### config.mk
export PLATFORM = sky130hd
export DESIGN_NAME = vga_line_fetcher
export DESIGN_NICKNAME = d
export VERILOG_FILES = /design/src/rtl/vga_line_fetcher.sv
export SDC_FILE = /design/constraint.sdc
export NUM_CORES = 2
export LEC_CHECK = 0
export BUFFER_PORTS_ARGS = -buffer_cell sky130_fd_sc_hd__buf_4
export CAP_MARGIN = 40
export CORE_ASPECT_RATIO = 1.5
export CORE_MARGIN = 1
export CORE_UTILIZATION = 45
export CTS_BUF_LIST = sky130_fd_sc_hd__clkbuf_16
export DETAILED_ROUTE_END_ITERATION = 8
export PLACE_DENSITY = 0.64
export SETUP_SLACK_MARGIN = 0.15
export SYNTH_ARGS = -nofsm -noshare
export SYNTH_HDL_FRONTEND = slang
export SYNTH_SLANG_ARGS = --single-unit
### constraint.sdc
create_clock -name iCLK -period 4.55 [get_ports iCLK]
set_clock_uncertainty 0.1 [all_clocks]
set_input_delay 0.91 -clock iCLK [delete_from_list [all_inputs] [get_ports iCLK]]
set_output_delay 0.91 -clock iCLK [all_outputs]
set_load 0.02 [all_outputs]
### src/rtl/vga_line_fetcher.sv
`default_nettype none
// ============================================================================
// vga_line_fetcher : fetches one Atari scanline from SRAM into a ping-pong line
//                    store and serves pixels to the VGA colour path.
// Revision 1.0
// ============================================================================
module vga_line_fetcher #(
  parameter int LINE_W = 160,
  parameter int XW     = 8,
  parameter int YW     = 9,
  parameter int HSHIFT = 2
) (
  input  logic          iCLK,
  input  logic          iRST_N,
  input  logic          iLineStart,
  input  logic [YW-1:0] iLineY,
  output logic          oSRAM_REQ,
  output logic [17:0]   oSRAM_ADDR,
  input  logic          iSRAM_GNT,
  input  logic [15:0]   iSRAM_DQ,
  input  logic [9:0]    iCoord_X,
  output logic [7:0]    oPixel,
  output logic          oBusy,
  output logic          oOverrun
);

  localparam logic [XW-1:0] X_LAST   = XW'(LINE_W - 1);
  localparam logic [9:0]    AX_LIMIT = 10'(LINE_W);

  typedef enum logic [1:0] {
    S_IDLE  = 2'd0,
    S_FETCH = 2'd1,
    S_DRAIN = 2'd2
  } state_t;

  state_t        state_q;
  logic          req_q;
  logic          rd_bank_q;
  logic          gnt_dly_q;
  logic          overrun_q;
  logic [XW-1:0] x_q;
  logic [XW-1:0] x_dly_q;
  logic [YW-1:0] y_q;
  logic [7:0]    pixel_q;
  logic [7:0]    line_mem [0:1][0:LINE_W-1];
  logic [9:0]    ax;
  logic          unused_dq_hi;

  always_ff @(posedge iCLK or negedge iRST_N) begin
    if (!iRST_N) begin
      state_q   <= S_IDLE;
      req_q     <= 1'b0;
      rd_bank_q <= 1'b0;
      gnt_dly_q <= 1'b0;
      overrun_q <= 1'b0;
      x_q       <= '0;
      x_dly_q   <= '0;
      y_q       <= '0;
    end else begin
      overrun_q <= 1'b0;
      gnt_dly_q <= 1'b0;
      x_dly_q   <= x_q;
      // A new line always wins; clearing gnt_dly_q drops any beat still in flight.
      if (iLineStart) begin
        overrun_q <= (state_q != S_IDLE);
        rd_bank_q <= ~rd_bank_q;
        y_q       <= iLineY;
        x_q       <= '0;
        req_q     <= 1'b1;
        state_q   <= S_FETCH;
      end else begin
        case (state_q)
          S_FETCH: begin
            if (iSRAM_GNT) begin
              gnt_dly_q <= 1'b1;
              x_q       <= x_q + XW'(1);
              if (x_q == X_LAST) begin
                req_q   <= 1'b0;
                state_q <= S_DRAIN;
              end
            end
          end
          S_DRAIN: state_q <= S_IDLE;
          default: ;
        endcase
      end
    end
  end

  always_ff @(posedge iCLK) begin
    if (gnt_dly_q) begin
      line_mem[~rd_bank_q][x_dly_q] <= iSRAM_DQ[7:0];
    end
  end

  assign ax = iCoord_X >> HSHIFT;

  always_ff @(posedge iCLK or negedge iRST_N) begin
    if (!iRST_N) begin
      pixel_q <= '0;
    end else if (ax < AX_LIMIT) begin
      pixel_q <= line_mem[rd_bank_q][ax[XW-1:0]];
    end else begin
      pixel_q <= '0;
    end
  end

  assign unused_dq_hi = ^iSRAM_DQ[15:8];

  assign oSRAM_REQ  = req_q;
  assign oSRAM_ADDR = 18'({x_q, y_q});
  assign oPixel     = pixel_q;
  assign oBusy      = (state_q != S_IDLE);
  assign oOverrun   = overrun_q;

endmodule
`default_nettype wire

# Word level (Yosys, flattened, before mapping)
# Memories as Yosys holds them, arrays and structs flattened.
# Cells that the tools add are included.
[word_totals] elab_cells=55 memories=1 ramBits=2560 input_bits=39 reg_bits=39 out_inout_bits=29
[op_classes] eq_ne=5 n_lt_le_gt_ge=4 n_addsub=1 bitwise_logic=3 mux=23 reduce_logical=9
[memory_table] name="line_mem" depth=2 width=1280 read_ports=1 rd_ports_with_merged_regs=0 write_ports=1 line_no="45" text="logic [7:0] line_mem [0:1][0:LINE_W-1];"
[ops] op="$mux W1280" n=1
[ops] op="$bmux W8 S8" n=1
[ops] op="$demux W8 S8" n=1
[ops] op="$mux W8" n=7
[ops] op="$ge A9 B9 Y1 const B" n=2
[ops] op="$not A8 Y9" n=2
[ops] op="$lt A9 B1 Y1 const B" n=1
[ops] op="$mux W1" n=9
[ops] op="$add A8 B1 Y8 const B" n=1
[ops] op="$eq A8 B8 Y1 const B" n=1
[ops] op="$lt A8 B8 Y1 const B" n=1
[ops] op="$reduce_bool A2 Y1" n=4
[ops] op="$mux W2" n=3
[ops] op="$ne A3 B3 Y1 const B" n=2
[ops] op="$reduce_and A3 Y1" n=2
[ops] op="$pmux W2 S2" n=1
[ops] op="$reduce_bool A3 Y1" n=1
[ops] op="$eq A2 B1 Y1 const B" n=1
[ops] op="$eq A2 B2 Y1 const B" n=1
[ops] op="$reduce_and A2 Y1" n=1
[ops] op="$logic_and A1 B1 Y1" n=1
[ops] op="$not A1 Y1" n=1

# Depth between registers and ports, before layout
[depth] word_depth=6 depth_mapped=14 mapped_depth_nobuf=7

# Least setup slack after synthesis
# No wires, ideal clock.
[synth_path] path_kind="input port to flip-flop" from="in iCoord_X[2]" to="reg pixel_q[3], in the netlist oPixel[3]" path_buffers=5 setup_slack_ns=1.123 path_stages=11 arrival_time_ns=3.187 setup_time_ns=0.141 t_required_ns=4.309 path_cell_list="buf_2 buf_2 buf_2 buf_1 buf_2 mux4_2 mux4_2 nor2_1 nor2_1 o2111ai_1 o2111ai_1"
[synth_via] elab_chain_cells=5 elab_cells_between_ends=6 cone_classes="order compare: 1; mux: 4; bitwise: 1"
[synth_lines] element="from (decl)" line_no="21" text="input logic [9:0] iCoord_X,"
[synth_lines] element="$not A8 Y9 (implied by the code)" line_no="102" text="pixel_q <= line_mem[rd_bank_q][ax[XW-1:0]];"
[synth_lines] element="$bmux W8 S8" line_no="102"
[synth_lines] element="$mux W8 (implied by the code) (2 in a row)" line_no="102"
[synth_lines] element="$mux W8 (*)" line_no="101" text="end else if (ax < AX_LIMIT) begin"
[synth_lines] element="to (signal assigned)" line_no="102"
[synth_lines] element="to (decl)" line_no="44" text="logic [7:0] pixel_q;"
# Mark *: on every way between the ends. The rest lies on a longest branch, timed or not. The select of a mux whose other input is x is not followed.
# A chain may end at the register's enable or synchronous reset.

# Final worst setup path
[layout_path] from="reg rd_bank_q" to="reg pixel_q[4], in the netlist oPixel[4]"
[layout_via] elab_chain_cells=5
[layout_lines] element="from (decl)" line_no="38" text="logic rd_bank_q;"
[layout_lines] element="from (signal assigned)" line_no="66" text="rd_bank_q <= ~rd_bank_q;"
[layout_lines] element="$mem_v2 Z2 W1280"
[layout_lines] element="$bmux W8 S8" line_no="102"
[layout_lines] element="$mux W8 (implied by the code) (2 in a row)" line_no="102"
[layout_lines] element="$mux W8" line_no="101"
# Every way passes these cells. The select of a mux whose other input is x is not followed.

==> metrics.txt <==
max cap viols 0; status finished, final reports clean; Worst Hold Class primary input to register; synthesized area per cell 21.8 um^2; root buf cell clkbuf_16; first-pass GRT wire length 375000 um; pre-CTS worst setup slack roughly 0.30 ns; Horiz. Die Dim 388 um; Pre-Repair DR Iteration Count 6; post-CTS setup buffer count 0; Nets 5062; Slew HR 0.238; via count 49527; GRT Util Overall 0.233; post-route ant nets 0; Seq/Total Area, Yosys 0.772; final global-route overflow total 0; Synth Register Bits about 2600; placed cells roughly 7700; initial core utilization 0.453; Post-synth top cells edfxtp_1 (2560), mux4_2 (669), nor2_1 (362); Pleak between 30 and 40 nW; largest net degree at the start of global routing 133; leading area contributor after synthesis edfxtp_1; min cycle time layout 4.09 ns; WP data arrival 4.76 ns; Cell Count, Final, Fillers Out 8098; CTS tree done; Total Die Area about 230000 um^2; Fmax between 200 and 250 MHz; worst-case clock buffer depth 4; Cell variety after synth 71; GP Congestion approximately 0.90; final worst-path setup slack 0.455 ns; Post-synth top flop edfxtp_1; fillcell total 17182; TritonCTS buffer count 232; number of global-route vias before repair 50008; Syn Nets between 4000 and 5000; Hold Violations, Final 0; fin. max-slew vios 0; Post-Syn Area between 100000 and 150000 um^2; setup_tns 0 ns; Req. time, crit path approximately 5.2 ns; period utilization 0.900; routed len/inst 32.6 um; DRC Markers 0; Sink Count around 2600; DP Wirelength 175000 um; CTS clk-pin slew, worst paths 0.07 ns; Ports 68; IO Port Bufs 56; Setup Crit Path Kind register to register; crit path capture type register; hold slack final 0.165 ns; setup violators final 0; total power density per cell area 475 nW/um^2; CORE AREA 223000 um^2; initial drt markers 6113; CP startpoint kind register; share of layout cells above drive strength 1 0.282; peak supply drop 0.000321 V; H-Tree Depth 4; cells after synthesis 4618; Post-synth ARST share 0.0150; RSZ-0062 raised after global routing false; Routed WL 264000 um; DR vias/cell 6.12; Worst-Margin Slew 1.14 ns; Synth area leaders edfxtp_1 (76%), mux4_2 (15%), nor2_1 (1.3%); Synth-to-Final Area Change 13.4%; Die H 582 um; share of the synthesized area in the top cell type 0.763; number of synthesized flops with an enable pin 2560; Clock Latency Late Sink 0.87 ns; top-count cell post-synth edfxtp_1; initial antenna violation count 5; # resized after CTS 0; Synth Warn # 0; Rows 212; Critical Path Fanout Max 29
-- routing by layer --
metal	up-vias	GRT usage	part of all wire
met5	-	0	0
met4	0	0.0949	0.045
met3	471	0.0390	0.078
met2	2351	0.397	0.51
met1	26509	0.298	0.37
li1	20196	-	-
-- critical path, cell delays in order (launching register included) --
cell and delay (ns):
dfrtp_4 0.72, buf_12 0.30, mux4_2 0.53, mux2i_1 0.52, o31ai_1 0.13, a311oi_1 0.71, o21ai_0 0.38, o41a_1 0.49
-- cells by family after synthesis --
kind of cell | synth area share
flip-flops | 0.772
multiplexers | 0.162
AND/OR/NAND/NOR | 0.0284
AO/OA/AOI/OAI | 0.0215
buffers and inverters | 0.0152
XOR/XNOR | 0.000695
adder cells (fa/ha/maj) | 0.000124
other | 0.0000372
-- layout by cell type, fill, tap and decap left out, types with 23 or more instances in the layout --
cell type,count
clkinv_2,42
a211oi_1,23
nand2_1,91
edfxtp_1,2560
buf_12,54
dfrtp_1,38
nor2b_1,32
mux4_2,669
nor3_1,25
clkinv_1,54
mux2i_1,86
buf_4,371
nand3_1,40
clkbuf_16,234
nor2_1,360
inv_1,48
a21oi_1,52
o22ai_1,35
a22oi_1,72
-- through the flow --
stage,instance area [um^2],total power [mW],utilization
2_1_floorplan,101000,33.1,-
6_report,114000,54.4,0.514
3_3_place_gp,107000,35.9,0.480
5_1_grt,114000,55.9,0.514
4_1_cts,114000,54.8,0.514
3_5_place_dp,107000,36.0,0.481
-- final timing paths --
kind	from	to	slack (ns)	cells after the start
max in group asynchronous	iRST_N	rd_bank_q	3.31	2
min in group asynchronous	iRST_N	y_q[4]	0.50	2
worst min register to register	x_q[4]	x_dly_q[4]	0.39	0
worst max register to register	rd_bank_q	oPixel[4]	0.46	7
worst max-delay path	rd_bank_q	oPixel[4]	0.46	7
worst min-delay path	iLineY[8]	y_q[8]	0.17	2
-- registers in the layout, indices dropped and copies added (netlist names) --
| register | cells |
|---|---|
| oOverrun | 1 |
| oPixel | 8 |
| state_q | 2 |
| line_mem | 2560 |
| x_q | 8 |
| oSRAM_REQ | 1 |
| rd_bank_q | 1 |
| y_q | 9 |
| gnt_dly_q | 1 |
| x_dly_q | 8 |
-- timing repair --
action	CTS	global route
setup endpoints to repair	0	0
hold buffers	1	0
hold endpoints to repair	39	0
-- layout make-up --
| type | instances | area [um^2] | area share |
|---|---|---|---|
| Sequential cell | 2599 | 77900 | 0.681 |
| Inverter | 4 | 20.0 | 0.000175 |
| Clock buffer | 234 | 5860 | 0.0512 |
| Multi-Input combinational cell | 1742 | 21500 | 0.188 |
| Tap cell | 2889 | 3610 | 0.0316 |
| Timing Repair Buffer | 443 | 4140 | 0.0362 |
| Clock inverter | 183 | 1370 | 0.0119 |
| Antenna cell | 4 | 10.0 | 0.0000876 |
-- where the power goes --
group / internal (mW) / total (mW) / switching [mW] / leakage, nW
sequential: 26.3 / 26.4 / 0.111 / 23.5
combinational: 4.30 / 8.87 / 4.57 / 8.64
clock: 10.4 / 19.0 / 8.62 / 3.70
(Power assumes the default switching activity.)
